===== config.mk =====
export PLATFORM = sky130hd
export DESIGN_NAME = hack_screen_renderer
export DESIGN_NICKNAME = d
export VERILOG_FILES = /design/src/rtl/vga_pkg.sv /design/src/rtl/hack_word_shifter.sv /design/src/rtl/hack_screen_renderer.sv
export SDC_FILE = /design/constraint.sdc
export NUM_CORES = 1
export LEC_CHECK = 0
export CELL_PAD_IN_SITES_DETAIL_PLACEMENT = 1
export CELL_PAD_IN_SITES_GLOBAL_PLACEMENT = 2
export CORE_MARGIN = 4
export CORE_UTILIZATION = 29
export CTS_BUF_LIST = sky130_fd_sc_hd__clkbuf_4
export CTS_CLUSTER_DIAMETER = 30
export CTS_CLUSTER_SIZE = 24
export DETAILED_ROUTE_END_ITERATION = 10
export MAX_ROUTING_LAYER = met4
export PLACE_DENSITY = 0.9
export RECOVER_POWER = 50
export SLEW_MARGIN = 20
export SYNTH_ARGS = -nofsm -noshare
export SYNTH_HDL_FRONTEND = slang
export SYNTH_SLANG_ARGS = --single-unit

===== constraint.sdc =====
create_clock -name clk -period 7.5 [get_ports clk]
set_input_delay 1.125 -clock clk [delete_from_list [all_inputs] [get_ports clk]]
set_output_delay 1.125 -clock clk [all_outputs]
set_load 0.02 [all_outputs]

===== src/rtl/vga_pkg.sv =====
// -----------------------------------------------------------------------------
// vga_pkg
// Shared constants and types for the Hack screen path of the VGA subsystem.
//   HACK_W / HACK_H  : Hack screen size in pixels (512 x 256)
//   WORDS_PER_ROW    : 16-bit screen words per Hack row
//   HACK_WORDS       : total screen words (8K)
//   rgb444_t         : packed {R4,G4,B4} colour
//   DEF_*_RGB        : default foreground / background / border colours
// -----------------------------------------------------------------------------
package vga_pkg;

    localparam int HACK_W        = 512;
    localparam int HACK_H        = 256;
    localparam int WORDS_PER_ROW = 32;
    localparam int HACK_WORDS    = 8192;

    typedef logic [11:0] rgb444_t;

    localparam rgb444_t DEF_FG_RGB     = 12'h000;
    localparam rgb444_t DEF_BG_RGB     = 12'hFFF;
    localparam rgb444_t DEF_BORDER_RGB = 12'h333;

endpackage


===== src/rtl/hack_word_shifter.sv =====
// -----------------------------------------------------------------------------
// hack_word_shifter
// 16-bit right-shift register serialising one Hack screen word, LSB first.
// On load the word's bit 0 is consumed by the caller in the same pixel, so the
// register keeps the word already shifted by one.
//   clk, reset : clock, synchronous active-high reset (clears the register)
//   load       : capture load_data >> 1
//   shift_en   : shift the register right by one (ignored when load is high)
//   load_data  : word to serialise
//   bit0       : current LSB, i.e. the next pixel to display
// -----------------------------------------------------------------------------
module hack_word_shifter (
    input  logic        clk,
    input  logic        reset,
    input  logic        load,
    input  logic        shift_en,
    input  logic [15:0] load_data,
    output logic        bit0
);

    logic [15:0] q;

    always_ff @(posedge clk) begin
        if (reset) begin
            q <= 16'h0000;
        end else if (load) begin
            q <= load_data >> 1;
        end else if (shift_en) begin
            q <= q >> 1;
        end
    end

    assign bit0 = q[0];

endmodule


===== src/rtl/hack_screen_renderer.sv =====
// -----------------------------------------------------------------------------
// hack_screen_renderer
// Pixel generator placed after the 640x480 VGA timing generator. Shows the
// 512x256 monochrome Hack screen in a window starting at (H_OFF, V_OFF); the
// rest of the active area is painted BORDER_RGB, blanking is black.
//   clk, reset          : clock, synchronous active-high reset
//   p_tick              : pixel strobe, high every second clk
//   video_on            : active-area flag of the current pixel
//   pixel_x, pixel_y    : current pixel coordinates
//   h_sync_in, v_sync_in: syncs from the timing generator
//   vram_rd_en          : screen RAM read strobe (combinational)
//   vram_addr           : screen RAM word address (combinational)
//   vram_rdata          : read data, valid exactly 1 clk after vram_rd_en
//   vga_rgb             : registered colour
//   vga_hsync/vga_vsync : registered syncs, aligned with vga_rgb
//
// Read port protocol: there is no back-pressure. A read issued with
// vram_rd_en on a tick clk returns vram_rdata on the following clk, which is
// always a non-tick clk, and is captured into fetch_buf there unconditionally.
// -----------------------------------------------------------------------------
module hack_screen_renderer
    import vga_pkg::*;
#(
    parameter int      H_OFF      = 64,
    parameter int      V_OFF      = 112,
    parameter rgb444_t FG_RGB     = DEF_FG_RGB,
    parameter rgb444_t BG_RGB     = DEF_BG_RGB,
    parameter rgb444_t BORDER_RGB = DEF_BORDER_RGB
) (
    input  logic        clk,
    input  logic        reset,
    input  logic        p_tick,
    input  logic        video_on,
    input  logic [10:0] pixel_x,
    input  logic [10:0] pixel_y,
    input  logic        h_sync_in,
    input  logic        v_sync_in,
    output logic        vram_rd_en,
    output logic [12:0] vram_addr,
    input  logic [15:0] vram_rdata,
    output logic [11:0] vga_rgb,
    output logic        vga_hsync,
    output logic        vga_vsync
);

    // Window-local coordinates (two's complement; negative left/above window)
    logic [10:0] lx;
    logic [10:0] nx;
    logic [7:0]  ly_lo;
    logic        win_y;
    logic        win_x;
    logic        win;
    logic        nx_in_row;

    assign lx    = pixel_x - 11'(H_OFF);
    assign nx    = lx + 11'd1;
    assign ly_lo = pixel_y[7:0] - 8'(V_OFF);

    assign win_y = (pixel_y >= 11'(V_OFF)) && (pixel_y < 11'(V_OFF + HACK_H));
    assign win_x = (pixel_x >= 11'(H_OFF)) && (pixel_x < 11'(H_OFF + HACK_W));
    assign win   = video_on & win_y & win_x;

    // 0 <= nx < 512 in 11-bit two's complement: sign bit and bit 9 both clear
    assign nx_in_row = (nx[10:9] == 2'b00);

    // Prefetch the word one pixel before its first pixel is displayed
    assign vram_rd_en = ~reset & p_tick & win_y & nx_in_row & (nx[3:0] == 4'h0);
    assign vram_addr  = {ly_lo, nx[8:4]};

    // Capture stage
    logic        rd_pending;
    logic [15:0] fetch_buf;

    always_ff @(posedge clk) begin
        if (reset) begin
            rd_pending <= 1'b0;
            fetch_buf  <= 16'h0000;
        end else begin
            rd_pending <= vram_rd_en;
            if (rd_pending) begin
                fetch_buf <= vram_rdata;
            end
        end
    end

    // Serialiser: a word boundary takes bit 0 straight from fetch_buf
    logic word_start;
    logic load;
    logic shift_en;
    logic shift_bit0;
    logic pix;

    assign word_start = (lx[3:0] == 4'h0);
    assign load       = p_tick & win & word_start;
    assign shift_en   = p_tick & win & ~word_start;

    hack_word_shifter u_shifter (
        .clk       (clk),
        .reset     (reset),
        .load      (load),
        .shift_en  (shift_en),
        .load_data (fetch_buf),
        .bit0      (shift_bit0)
    );

    assign pix = word_start ? fetch_buf[0] : shift_bit0;

    rgb444_t rgb_next;

    always_comb begin
        rgb_next = 12'h000;
        if (video_on) begin
            if (!win) begin
                rgb_next = BORDER_RGB;
            end else if (pix) begin
                rgb_next = FG_RGB;
            end else begin
                rgb_next = BG_RGB;
            end
        end
    end

    // Output stage: colour and syncs sampled on the same tick stay aligned
    always_ff @(posedge clk) begin
        if (reset) begin
            vga_rgb   <= 12'h000;
            vga_hsync <= 1'b0;
            vga_vsync <= 1'b0;
        end else if (p_tick) begin
            vga_rgb   <= rgb_next;
            vga_hsync <= h_sync_in;
            vga_vsync <= v_sync_in;
        end
    end

endmodule


==> impl_metrics.json <==
{
  "clock-sinks": 36,
  "synth_flop_cell": "dfxtp_1",
  "overflow": 0,
  "cts_tree": "done",
  "fin_util_pct": 40.4,
  "rows": 30,
  "area.growth.synth_to_final_pct": 35.1,
  "first_iter_violations": 61,
  "grtUsageTotal_pct": 13.2,
  "fin_hold_ws_ps": 485,
  "crit_start": "pixel_x[6]",
  "synth.most_common_cell": "dfxtp_1",
  "gp_congestion": 0.801,
  "chipWidth_um": 91.7,
  "instances_no_fill": 367,
  "maxSlewHeadroom_pct": 35.1,
  "p_leak_uw": 0.000940,
  "dieArea_um2": 8410,
  "drive_gt1_share_pct": 3.32,
  "worstMarginPinSlew_ps": 972,
  "yosysTopAreaCell": "dfxtp_1",
  "post-route-min-period_ps": 5130,
  "root_buffer": "clkbuf_4",
  "min_from": "u_shifter.q[1]",
  "wire_per_inst_um": 14.3,
  "place_inst": 360,
  "max_clock_freq_mhz": 195,
  "crit_required_ps": 6380,
  "start_util_pct": 29.9,
  "final-setup-viol-count": 0,
  "netlist_area_um2": 2030,
  "drv_slew": 0,
  "drc": 0,
  "cp-start-kind": "input port",
  "grt_pass1_wl_um": 9050,
  "htreeDepth": 2,
  "syn-num-nets": 268,
  "crit_fanout": 7,
  "nNetsFinal": 319,
  "critical_path_class": "in2out",
  "status": "completed",
  "ys_async_sr_fraction_pct": 0,
  "seq_area_frac_synth_pct": 35.4,
  "synth_cell_types": 42,
  "syn_avg_cell_area_um2": 9.24,
  "ff_latch_area_um2": 721,
  "netlist_instances": 220,
  "wl_um": 5260,
  "ys_ff_latch": 36,
  "cts_resized": 0,
  "timing.rr.start": "rd_pending",
  "cp.arrival_ps": 4010,
  "io-pin-count": 72,
  "period_share_pct": 68.5,
  "finalPower_uw": 366,
  "port_buffers": 71,
  "hold_viol": 0,
  "core-area_um2": 6790,
  "power_density_nw_per_um2": 133,
  "dr.pass1.iters": 4,
  "synth_edf_count": 0,
  "ant_nets": 0,
  "synthTopCellsByArea": "dfxtp_1 35%, mux2i_1 16%, a31o_1 6.9%",
  "antenna_cells": 0,
  "antenna_found_initial": 0,
  "vias_per_cell": 4.87,
  "cts_made_buffers": 5,
  "hp-class": "reg2reg",
  "endpoint_kind": "primary output",
  "synth_top_area_share_pct": 35.4,
  "num_vias": 1787,
  "grt_pass1_vias": 1886,
  "yosysWarnings": 0,
  "fin_skew_ps": 15.0,
  "rsz0062_at_grt": "false",
  "clock_path_buffers": 2,
  "grt_max_degree": 36,
  "clock_latency_ps": 340,
  "die_h_um": 91.7,
  "ctsHoldBuffers": 0,
  "ir_drop_uv": 105,
  "post_cts_buffers": 0,
  "r2r_slack_ps": 6080,
  "synth_common_cells": "36 x dfxtp_1, 33 x mux2i_1, 24 x nor2_1",
  "tns_ps": 0,
  "fill_cells": 786,
  "multi_input_area_um2": 1110,
  "post-dp-hpwl_um": 4050,
  "maxCapViolations": 0,
  "path_clk_slew_ps": 90
}
==> through the flow <==
step / cell area (um2) / setup WS [ps]
global placement: 2700 / 2450
global route: 2750 / 2140
detailed placement: 2700 / 2340
finish: 2750 / 2370
floorplan: 2030 / 3520
CTS: 2750 / 2340
==> registers in the layout, summed over array words and instances (netlist names) <==
name         count
fetch_buf       16
rd_pending       1
u_shifter.q     15
vga_hsync        1
vga_rgb          2
vga_vsync        1
==> worst max-delay path, cell delays in order <==
cell and delay, ps:
clkdlybuf4s50_1 600, inv_1 150, ha_1 350, nand3b_1 210, o211a_1 230, o31ai_1 360
o2111ai_1 210, o41ai_1 110, clkdlybuf4s50_1 670
==> placed cells by master (no fill, tap or decap), types with 2 or more instances in the layout <==
| cell type | instances |
|---|---|
| a21oi_1 | 2 |
| a31o_1 | 16 |
| a31oi_1 | 2 |
| and4_1 | 2 |
| buf_4 | 2 |
| clkbuf_4 | 5 |
| clkdlybuf4s50_1 | 56 |
| clkinv_1 | 3 |
| dfxtp_1 | 36 |
| dlygate4sd3_1 | 15 |
| ha_1 | 4 |
| inv_1 | 6 |
| mux2i_1 | 33 |
| nand2_1 | 4 |
| nand2b_1 | 5 |
| nand3_1 | 5 |
| nand4_1 | 2 |
| nor2_1 | 24 |
| nor3_1 | 2 |
| nor4_1 | 16 |
| o2111ai_1 | 2 |
| o41ai_1 | 2 |
| or4_1 | 2 |
| xnor2_1 | 7 |
| xor2_1 | 2 |
==> power breakdown <==
group / total (uW) / switching [uW] / internal [uW]
logic: 78.5 / 38.0 / 40.5
clock network: 94.2 / 61.4 / 32.7
registers: 193 / 0.745 / 192
total: 366 / 100 / 265
==> logic make-up (layout without fill, tap and decap cells) <==
| group | after synthesis | in the layout | share of synthesized area, % |
|---|---|---|---|
| XOR/XNOR | 9 | 9 | 3.88 |
| AND/OR/NAND/NOR | 70 | 70 | 18.9 |
| AO/OA/AOI/OAI | 32 | 32 | 13.0 |
| adder cells (fa/ha/maj) | 4 | 4 | 2.46 |
| buffers and inverters | 36 | 87 | 10.0 |
| multiplexers | 33 | 33 | 16.2 |
| flip-flops | 36 | 36 | 35.4 |
==> cell type report <==
| type | instances | share of cell area (%) |
|---|---|---|
| well taps | 96 | 4.37 |
| flip-flops and latches | 36 | 26.2 |
| clock buffers | 5 | 1.37 |
| clock inverters | 2 | 0.273 |
| repair buffers | 73 | 26.4 |
| multi-input cells | 148 | 40.4 |
| inverters | 7 | 0.957 |
==> routing by layer <==
layer	track usage [%]	part of all wire [%]	up-vias
met1	14.8	43	849
met5	-	0	-
met4	2.60	0.84	0
met2	24.5	52	36
met3	2.71	4.5	8
li1	-	-	894
==> final timing paths <==
check	to	cells after the start
worst max register to register	fetch_buf[13]	2
worst min-delay path	u_shifter.q[1]	1
worst min register to register	u_shifter.q[1]	1
worst max-delay path	vram_rd_en	9
No activity file was read; power rests on OpenSTA's default activity.
